[config.mk]
export PLATFORM = sky130hd
export DESIGN_NAME = decoder_pipe_nto2n
export DESIGN_NICKNAME = d
export VERILOG_FILES = /design/src/rtl/decoder_pkg.sv /design/src/rtl/decoder_core.sv /design/src/rtl/decoder_pipe_nto2n.sv
export SDC_FILE = /design/constraint.sdc
export NUM_CORES = 1
export LEC_CHECK = 0
export BUFFER_PORTS_ARGS = -buffer_cell sky130_fd_sc_hd__buf_2
export CAP_MARGIN = 30
export CORE_MARGIN = 2
export CORE_UTILIZATION = 50
export CTS_CLUSTER_SIZE = 12
export DETAILED_ROUTE_END_ITERATION = 10
export GPL_TIMING_DRIVEN = 0
export PLACE_DENSITY = 0.78
export SYNTH_ARGS = -nofsm -noshare
export SYNTH_HDL_FRONTEND = slang
export SYNTH_SLANG_ARGS = --single-unit
[constraint.sdc]
create_clock -name clk -period 1.6 [get_ports clk]
set_input_delay 0.32 -clock clk [delete_from_list [all_inputs] [get_ports clk]]
set_output_delay 0.32 -clock clk [all_outputs]
set_load 0.005 [all_outputs]
[src/rtl/decoder_pkg.sv]
// Shared constants for the handshaked N-to-2^N decoder: the decode modes
// and the encoding of the output buffer's occupancy state.
package decoder_pkg;

  localparam logic DEC_MODE_ONEHOT = 1'b0;
  localparam logic DEC_MODE_THERM  = 1'b1;

  typedef enum logic [1:0] {
    EMPTY = 2'd0,
    ONE   = 2'd1,
    TWO   = 2'd2
  } occ_state_e;

endpackage

[src/rtl/decoder_core.sv]
// Combinational select decoder: one-hot or thermometer, all-zeros when disabled.
// DECODER_ZERO_MASK_EN forces bit 0 low so register zero is never enabled.
module decoder_core
  import decoder_pkg::*;
#(
  parameter int IN_W = 5
) (
  input  logic [IN_W-1:0]        sel,
  input  logic                   mode,
  input  logic                   en,
  output logic [(1<<IN_W)-1:0]   dec
);

  localparam int OUT_W = 1 << IN_W;

  always_comb begin
    dec = '0;
    if (en) begin
      if (mode == DEC_MODE_THERM) begin
        for (int i = 0; i < OUT_W; i++) begin
          dec[i] = (i <= int'(sel));
        end
      end else begin
        dec[sel] = 1'b1;
      end
    end
`ifdef DECODER_ZERO_MASK_EN
    dec[0] = 1'b0;
`else
    dec = dec;
`endif
  end

endmodule

[src/rtl/decoder_pipe_nto2n.sv]
// Decoder with a registered 2-entry valid/ready output buffer; 1-cycle latency,
// full throughput. Optional bit-0 masking via DECODER_ZERO_MASK_EN.
module decoder_pipe_nto2n
  import decoder_pkg::*;
#(
  parameter int IN_W               = 5,
  parameter bit MODE_THERM_ALLOWED = 1'b1,
  localparam int OUT_W             = 1 << IN_W
) (
  input  logic             clk,
  input  logic             rst,
  input  logic             in_valid,
  output logic             in_ready,
  input  logic [IN_W-1:0]  in_sel,
  input  logic             in_mode,
  input  logic             in_en,
  output logic             out_valid,
  input  logic             out_ready,
  output logic [OUT_W-1:0] out_dec,
  output logic [IN_W-1:0]  out_sel
);

  occ_state_e       state_q;
  logic             in_ready_q, out_valid_q;
  logic [OUT_W-1:0] head_dec_q, tail_dec_q;
  logic [IN_W-1:0]  head_sel_q, tail_sel_q;
  logic [OUT_W-1:0] dec_d;
  logic             mode_eff;
  logic             accept, pop;

  assign mode_eff = MODE_THERM_ALLOWED ? in_mode : DEC_MODE_ONEHOT;

  decoder_core #(.IN_W(IN_W)) u_core (
    .sel  (in_sel),
    .mode (mode_eff),
    .en   (in_en),
    .dec  (dec_d)
  );

  assign accept = in_valid & in_ready_q;
  assign pop    = out_valid_q & out_ready;

  always_ff @(posedge clk) begin
    if (rst) begin
      state_q     <= EMPTY;
      in_ready_q  <= 1'b1;
      out_valid_q <= 1'b0;
      head_dec_q  <= '0;
      head_sel_q  <= '0;
      tail_dec_q  <= '0;
      tail_sel_q  <= '0;
    end else begin
      case (state_q)
        EMPTY: if (accept) begin
          head_dec_q  <= dec_d;
          head_sel_q  <= in_sel;
          state_q     <= ONE;
          out_valid_q <= 1'b1;
        end
        ONE: begin
          if (accept && pop) begin
            head_dec_q <= dec_d;
            head_sel_q <= in_sel;
          end else if (accept) begin
            tail_dec_q <= dec_d;
            tail_sel_q <= in_sel;
            state_q    <= TWO;
            in_ready_q <= 1'b0;
          end else if (pop) begin
            state_q     <= EMPTY;
            out_valid_q <= 1'b0;
          end
        end
        TWO: if (pop) begin
          // Tail slides into head; the freed slot reopens the input next cycle.
          head_dec_q <= tail_dec_q;
          head_sel_q <= tail_sel_q;
          state_q    <= ONE;
          in_ready_q <= 1'b1;
        end
        default: begin
          state_q     <= EMPTY;
          in_ready_q  <= 1'b1;
          out_valid_q <= 1'b0;
        end
      endcase
    end
  end

  assign in_ready  = in_ready_q;
  assign out_valid = out_valid_q;
  assign out_dec   = out_valid_q ? head_dec_q : '0;
  assign out_sel   = out_valid_q ? head_sel_q : '0;

endmodule
Word-level counts from Yosys, hierarchy flattened
Cells that the tools add are included.
{"block": "word_totals", "reg_bits": 78, "inputBits": 11, "out_inout_bits": 39, "elab_cells": 93}
{"block": "classes", "n_bitwise": 5, "order_cmp": 33, "eq_ne": 10, "reduce_logical": 9, "muxes": 29}
{"cell": "$mux W32", "n": 6}
{"cell": "$pmux W32 S3", "n": 1}
{"cell": "$le A5 B5 Y1 const A", "n": 16}
{"cell": "$le A4 B5 Y1 const A", "n": 8}
{"cell": "$le A3 B5 Y1 const A", "n": 4}
{"cell": "$mux W5", "n": 4}
{"cell": "$pmux W5 S3", "n": 1}
{"cell": "$ne A2 B2 Y1 const B", "n": 7}
{"cell": "$reduce_and A4 Y1", "n": 3}
{"cell": "$le A2 B5 Y1 const A", "n": 2}
{"cell": "$mux W2", "n": 5}
{"cell": "$mux W1", "n": 8}
{"cell": "$lt A5 B6 Y1 const B", "n": 1}
{"cell": "$pmux W1 S3", "n": 2}
{"cell": "$pmux W2 S3", "n": 1}
{"cell": "$demux W1 S5", "n": 1}
{"cell": "$ge A5 B1 Y1 const B", "n": 1}
{"cell": "$le A1 B5 Y1 const A", "n": 1}
{"cell": "$reduce_and A5 Y1", "n": 1}
{"cell": "$ne A3 B3 Y1 const B", "n": 1}
{"cell": "$not A1 Y1", "n": 3}
{"cell": "$reduce_and A3 Y1", "n": 1}
{"cell": "$reduce_bool A3 Y1", "n": 1}
{"cell": "$and A1 B1 Y1", "n": 2}
{"cell": "4 further kinds", "n": 5}

Longest topological paths before layout
{"block": "logic_depth", "word_depth": 8, "mapped_depth": 7, "mapped_depth_nobuf": 4}

Cells and area by module
A second synthesis with hierarchy kept.
{"block": "unflattened", "hier_cells": 522, "hier_area_um2": 4972.3}
{"mod": "decoder_pipe_nto2n", "instances": 1, "seq_area_each_um2": 1561.5, "area_each_um2": 4352.9, "cells_each": 405}
{"mod": "decoder_core", "instances": 1, "seq_area_each_um2": 0.0, "area_each_um2": 619.3, "cells_each": 117}

Worst setup path after synthesis
Ideal clock, no wire load.
{"block": "synth_timing", "kind": "input -> register", "start": "input port in_sel[1]", "end": "register head_dec_q[1]", "required_time_ps": 1468, "arrival_ps": 1505, "setup_slack_ps": -37, "cell_stages": 5, "path_buffers": 1, "cell_sequence": "buf_2 -> nor4_1 -> mux2_2 -> a221oi_1 -> nor3_1"}
{"block": "synth_between", "elab_chain_cells": 8, "elab_cells_between_ends": 11}
{"item": "start, declared", "line": "decoder_pipe_nto2n.sv:14", "rtl": "input logic [IN_W-1:0] in_sel,"}
{"item": "$lt A5 B6 Y1 (implied by the code) or $ge A5 B1 Y1 (tied branches)", "line": "decoder_core.sv:24", "rtl": "dec[sel] = 1'b1;"}
{"item": "$logic_and A1 B1 Y1 (implied by the code)", "line": "decoder_core.sv:24"}
{"item": "$mux W1 (implied by the code)", "line": "decoder_core.sv:24"}
{"item": "$demux W1 S5"}
{"item": "$mux W32 *", "line": "decoder_core.sv:19", "rtl": "if (mode == DEC_MODE_THERM) begin"}
{"item": "$mux W32 *", "line": "decoder_core.sv:18", "rtl": "if (en) begin"}
{"item": "$mux W32, on equally long branches", "line": "decoder_pipe_nto2n.sv:61, decoder_pipe_nto2n.sv:54"}
{"item": "$pmux W32 S3 *", "line": "decoder_pipe_nto2n.sv:53", "rtl": "case (state_q)"}
{"item": "end signal, assigned", "line": "decoder_pipe_nto2n.sv:76", "rtl": "head_dec_q <= tail_dec_q;"}
{"item": "end, declared", "line": "decoder_pipe_nto2n.sv:25", "rtl": "logic [OUT_W-1:0] head_dec_q, tail_dec_q;"}
Every way passes the cells marked *; elsewhere a longest branch is shown, timed or not. The select of a mux whose other input is x is not followed.
A chain may end at the register's enable or synchronous reset.

Worst setup path after layout
{"block": "layout_timing", "start": "input port in_sel[3]", "end": "register head_dec_q[30]"}
Same word-level chain as after synthesis.

==> key figures <==
Pwr
  – Clock power share: 0.312
  – Highest ir drop seen on vdd: a little over 0.5 mV
  – Gate power share: 0.282
  – Switching part of the total power: 0.325
  – Pwr Density: 1010 mW/mm^2
  – P_sw: approximately 1.8 mW
  – Static leakage: 2.07 nW
  – Cell Int Power: 3.63 mW
  – Reg power frac: 0.406

Critical path
  – Crit Path Max Fanout: 10
  – Critical path class: primary input to flop
  – Crit path required time: between 1.5 and 2 ns
  – Crit path arrival time: 2.01 ns
  – Critical Path Source Type: primary input
  – Worst Setup End Kind: flop

Synthesis
  – Post-synth top area share: 0.402
  – Warnings from Yosys: 0
  – Mapped Area: 0.00389 mm^2
  – Ranking of synthesized cells by area: dfxtp_1, and2_1, nor2_1
  – Synth Flop Type: dfxtp_1
  – Synth Area in XOR/XNOR: 0
  – Compound-Gate Fraction of Synth Area: 0.226
  – EDFF count, synth: 0
  – Syn avg cell area: roughly 7.9 um^2
  – Yosys cell types: 54
  – #FFs+latches synth: 78
  – Post-synthesis mux area share: 0.0109
  – Syn Inst Count: 493
  – Post-synthesis adder-cell area fraction: 0
  – Asr flop ratio synth: 0
  – Syn_nets: roughly 500
  – Largest area contributor in the netlist: dfxtp_1
  – Sequential element share of the synthesized area: 0.402
  – Largest family of logic cells by synthesized area: simple AND/OR/NAND/NOR gates
  – Simple-gate share of the synthesized area: 0.298

CTS
  – Clk Latency, worst-skew pair: 0.37 ns
  – Clk Tree Root Cell: clkbuf_8
  – Clock transition at the registers of the reported paths: 0.08 ns
  – Clk sink count: 78
  – Max Buffers Root-to-Sink: 2
  – H-tree depth: 3
  – TritonCTS clock tree: done
  – TritonCTS Buffers: 9
  – Hold_buf cts: 0

GRT
  – First-pass GRT wire length: 20900 um
  – Total GRT Usage: 0.318
  – Overflow after GRT: 0
  – Largest net degree at the start of global routing: 15
  – Initial antenna violation count: 0
  – Number of global-route vias before repair: 3778

Routing
  – Detailed Route WL: 14300 um
  – Drt pass-1 iters: 6
  – DR vias: 4341
  – Vias per Instance: 6.45
  – DRC violations left: 0
  – DR WL/cell: between 20 and 25 um
  – Iter 0 DRT Violations: 758
  – Routed Antenna Nets: 0

Layout
  – Most common cell after layout, fill and taps aside: dfxtp_1
  – Fraction of layout cells with a size suffix above 1: 0.336
  – Commonest non-fill, non-tap cells in the layout: dfxtp_1, nand2_1, nor2_1
  – Ant. Diodes: 0
  – Area grow syn2layout: 37.5%
  – Area of the multi-input gates: roughly 0.0025 mm^2
  – Fillers: 571
  – Nets@finish: slightly below 600
  – Sequential Area: 0.00157 mm^2

Timing
  – Final hold violations: 0
  – Final setup margin: -0.123 ns
  – Final setup vio count: 35
  – Slew Limit Headroom: 0.604
  – Final Max Tran Viols: 0
  – Worst Max-Slew Pin Slew: 0.586 ns
  – RSZ-0062 raised after global routing: true
  – Skew final: 0.0154 ns
  – Worst hold margin: 0.385 ns
  – Fin crit share: 1.08
  – Min Tclk post-route: ~1.7 ns
  – Max Freq: a little under 0.6 GHz

Status
  – Status: finished with violations
  – Failing checks: negative setup slack

Placement
  – Gpl congestion: 1.05
  – IO Port Bufs: 44
  – Placed wire-length estimate: around 8700 um
  – Setup slack after placement: -0.419 ns

Floorplanning
  – Core Footprint: 0.00765 mm^2
  – Row cnt: 32
  – Die height: 92.2 um
  – Die Area: 0.00850 mm^2
  – Die Span X: a little over 90 um
  – Initial Utilization: 0.509
  – I/O pins: 50

Hold path
  – Hold/Removal Path Class: primary input to flop

Flow run
  – Max-Cap Viols: 0
==> cell families after synthesis <==
| family | count (synthesis) |
|---|---|
| buffers and inverters | 55 |
| and+or+nand+nor | 233 |
| AOI/OAI and AO/OA | 123 |
| muxes | 4 |
| DFF | 78 |
==> metrics by stage <==
stage	power, mW	util	instance area [um^2]	instances	setup TNS, ns
finish	5.39	0.699	5350	673	-0.889
CTS	5.10	0.652	4980	665	-0.120
global route	5.57	0.699	5350	673	-2.84
global placement	3.18	0.555	4240	639	-17.91
floorplan	2.87	-	3890	493	0
detailed placement	3.20	0.555	4240	639	-21.00
==> sequential cells by signal (all words and copies together), names as in the netlist <==
name / count
head_dec_q: 32
head_sel_q: 5
in_ready: 1
out_valid: 1
state_q: 2
tail_dec_q: 32
tail_sel_q: 5
==> cell usage after synthesis (2+ instances only) <==
library cell / n
nand3b_1: 3
a211oi_1: 10
nor4b_1: 2
nand2b_1: 5
dfxtp_1: 78
o2111ai_1: 2
o2bb2ai_1: 3
buf_4: 2
nand4_1: 4
nor4_1: 3
buf_2: 20
nor2b_1: 3
mux2i_1: 2
mux2_2: 2
a221oi_1: 19
and2_1: 39
o21ba_2: 2
a21oi_1: 35
or3_1: 3
a311oi_1: 6
nand2_1: 55
nor3_1: 34
or4_1: 9
nor2_1: 56
nand3_1: 9
or2_2: 2
inv_1: 5
o21ai_0: 16
a2bb2oi_1: 3
a22o_1: 12
clkbuf_1: 26
==> worst max-delay path, stage by stage <==
cell and delay (ns):
buf_2 0.18, buf_2 0.26, nand4_1 0.33, nor4b_1 0.64
a211oi_2 0.08, nor3_1 0.18
==> layer usage <==
layer,track usage,wire [um],vias up
li1,-,-,1912
met1,0.428,5490,2024
met5,0,0,-
met2,0.494,6440,323
met3,0.0731,1520,82
met4,0.129,867,0
==> path summary, 6_finish.rpt <==
check                        end  slack, ns  cells after the start           start
hold / removal          in_ready       0.38                      3        in_valid
setup / recovery  head_dec_q[30]      -0.12                      6       in_sel[3]
hold reg to reg   tail_dec_q[29]       0.46                      2  tail_dec_q[29]
setup reg to reg  tail_dec_q[19]      -0.06                      6      state_q[1]
==> repair_timing <==
action | CTS | global route
gates cloned | 2 | 1
buffers inserted | 8 | 8
hold endpoints to repair | 0 | 0
resized for setup | 101 | 80
endpoints found under the setup margin | 110 | 107
pin swaps | 13 | 16
==> final cells by class <==
type	instances	share of cell area
Sequential cell	78	0.294
Tap cell	102	0.0239
Multi-Input combinational cell	360	0.469
Clock inverter	7	0.0178
Timing Repair Buffer	63	0.0974
Inverter	5	0.00351
Clock buffer	9	0.0232
Buffer	49	0.0714
==> power groups by stage <==
| stage | combinational, mW | sequential (mW) | clock, mW |
|---|---|---|---|
| final | 1.52 | 2.19 | 1.68 |
| after global routing | 1.61 | 2.21 | 1.75 |
| after CTS | 1.27 | 2.18 | 1.66 |
| after detailed placement | 0.986 | 2.22 | 0 |
| after global placement | 0.970 | 2.21 | 0 |
| after floorplan | 0.674 | 2.20 | 0 |
Note: power is estimated with default switching activity, not from simulation.
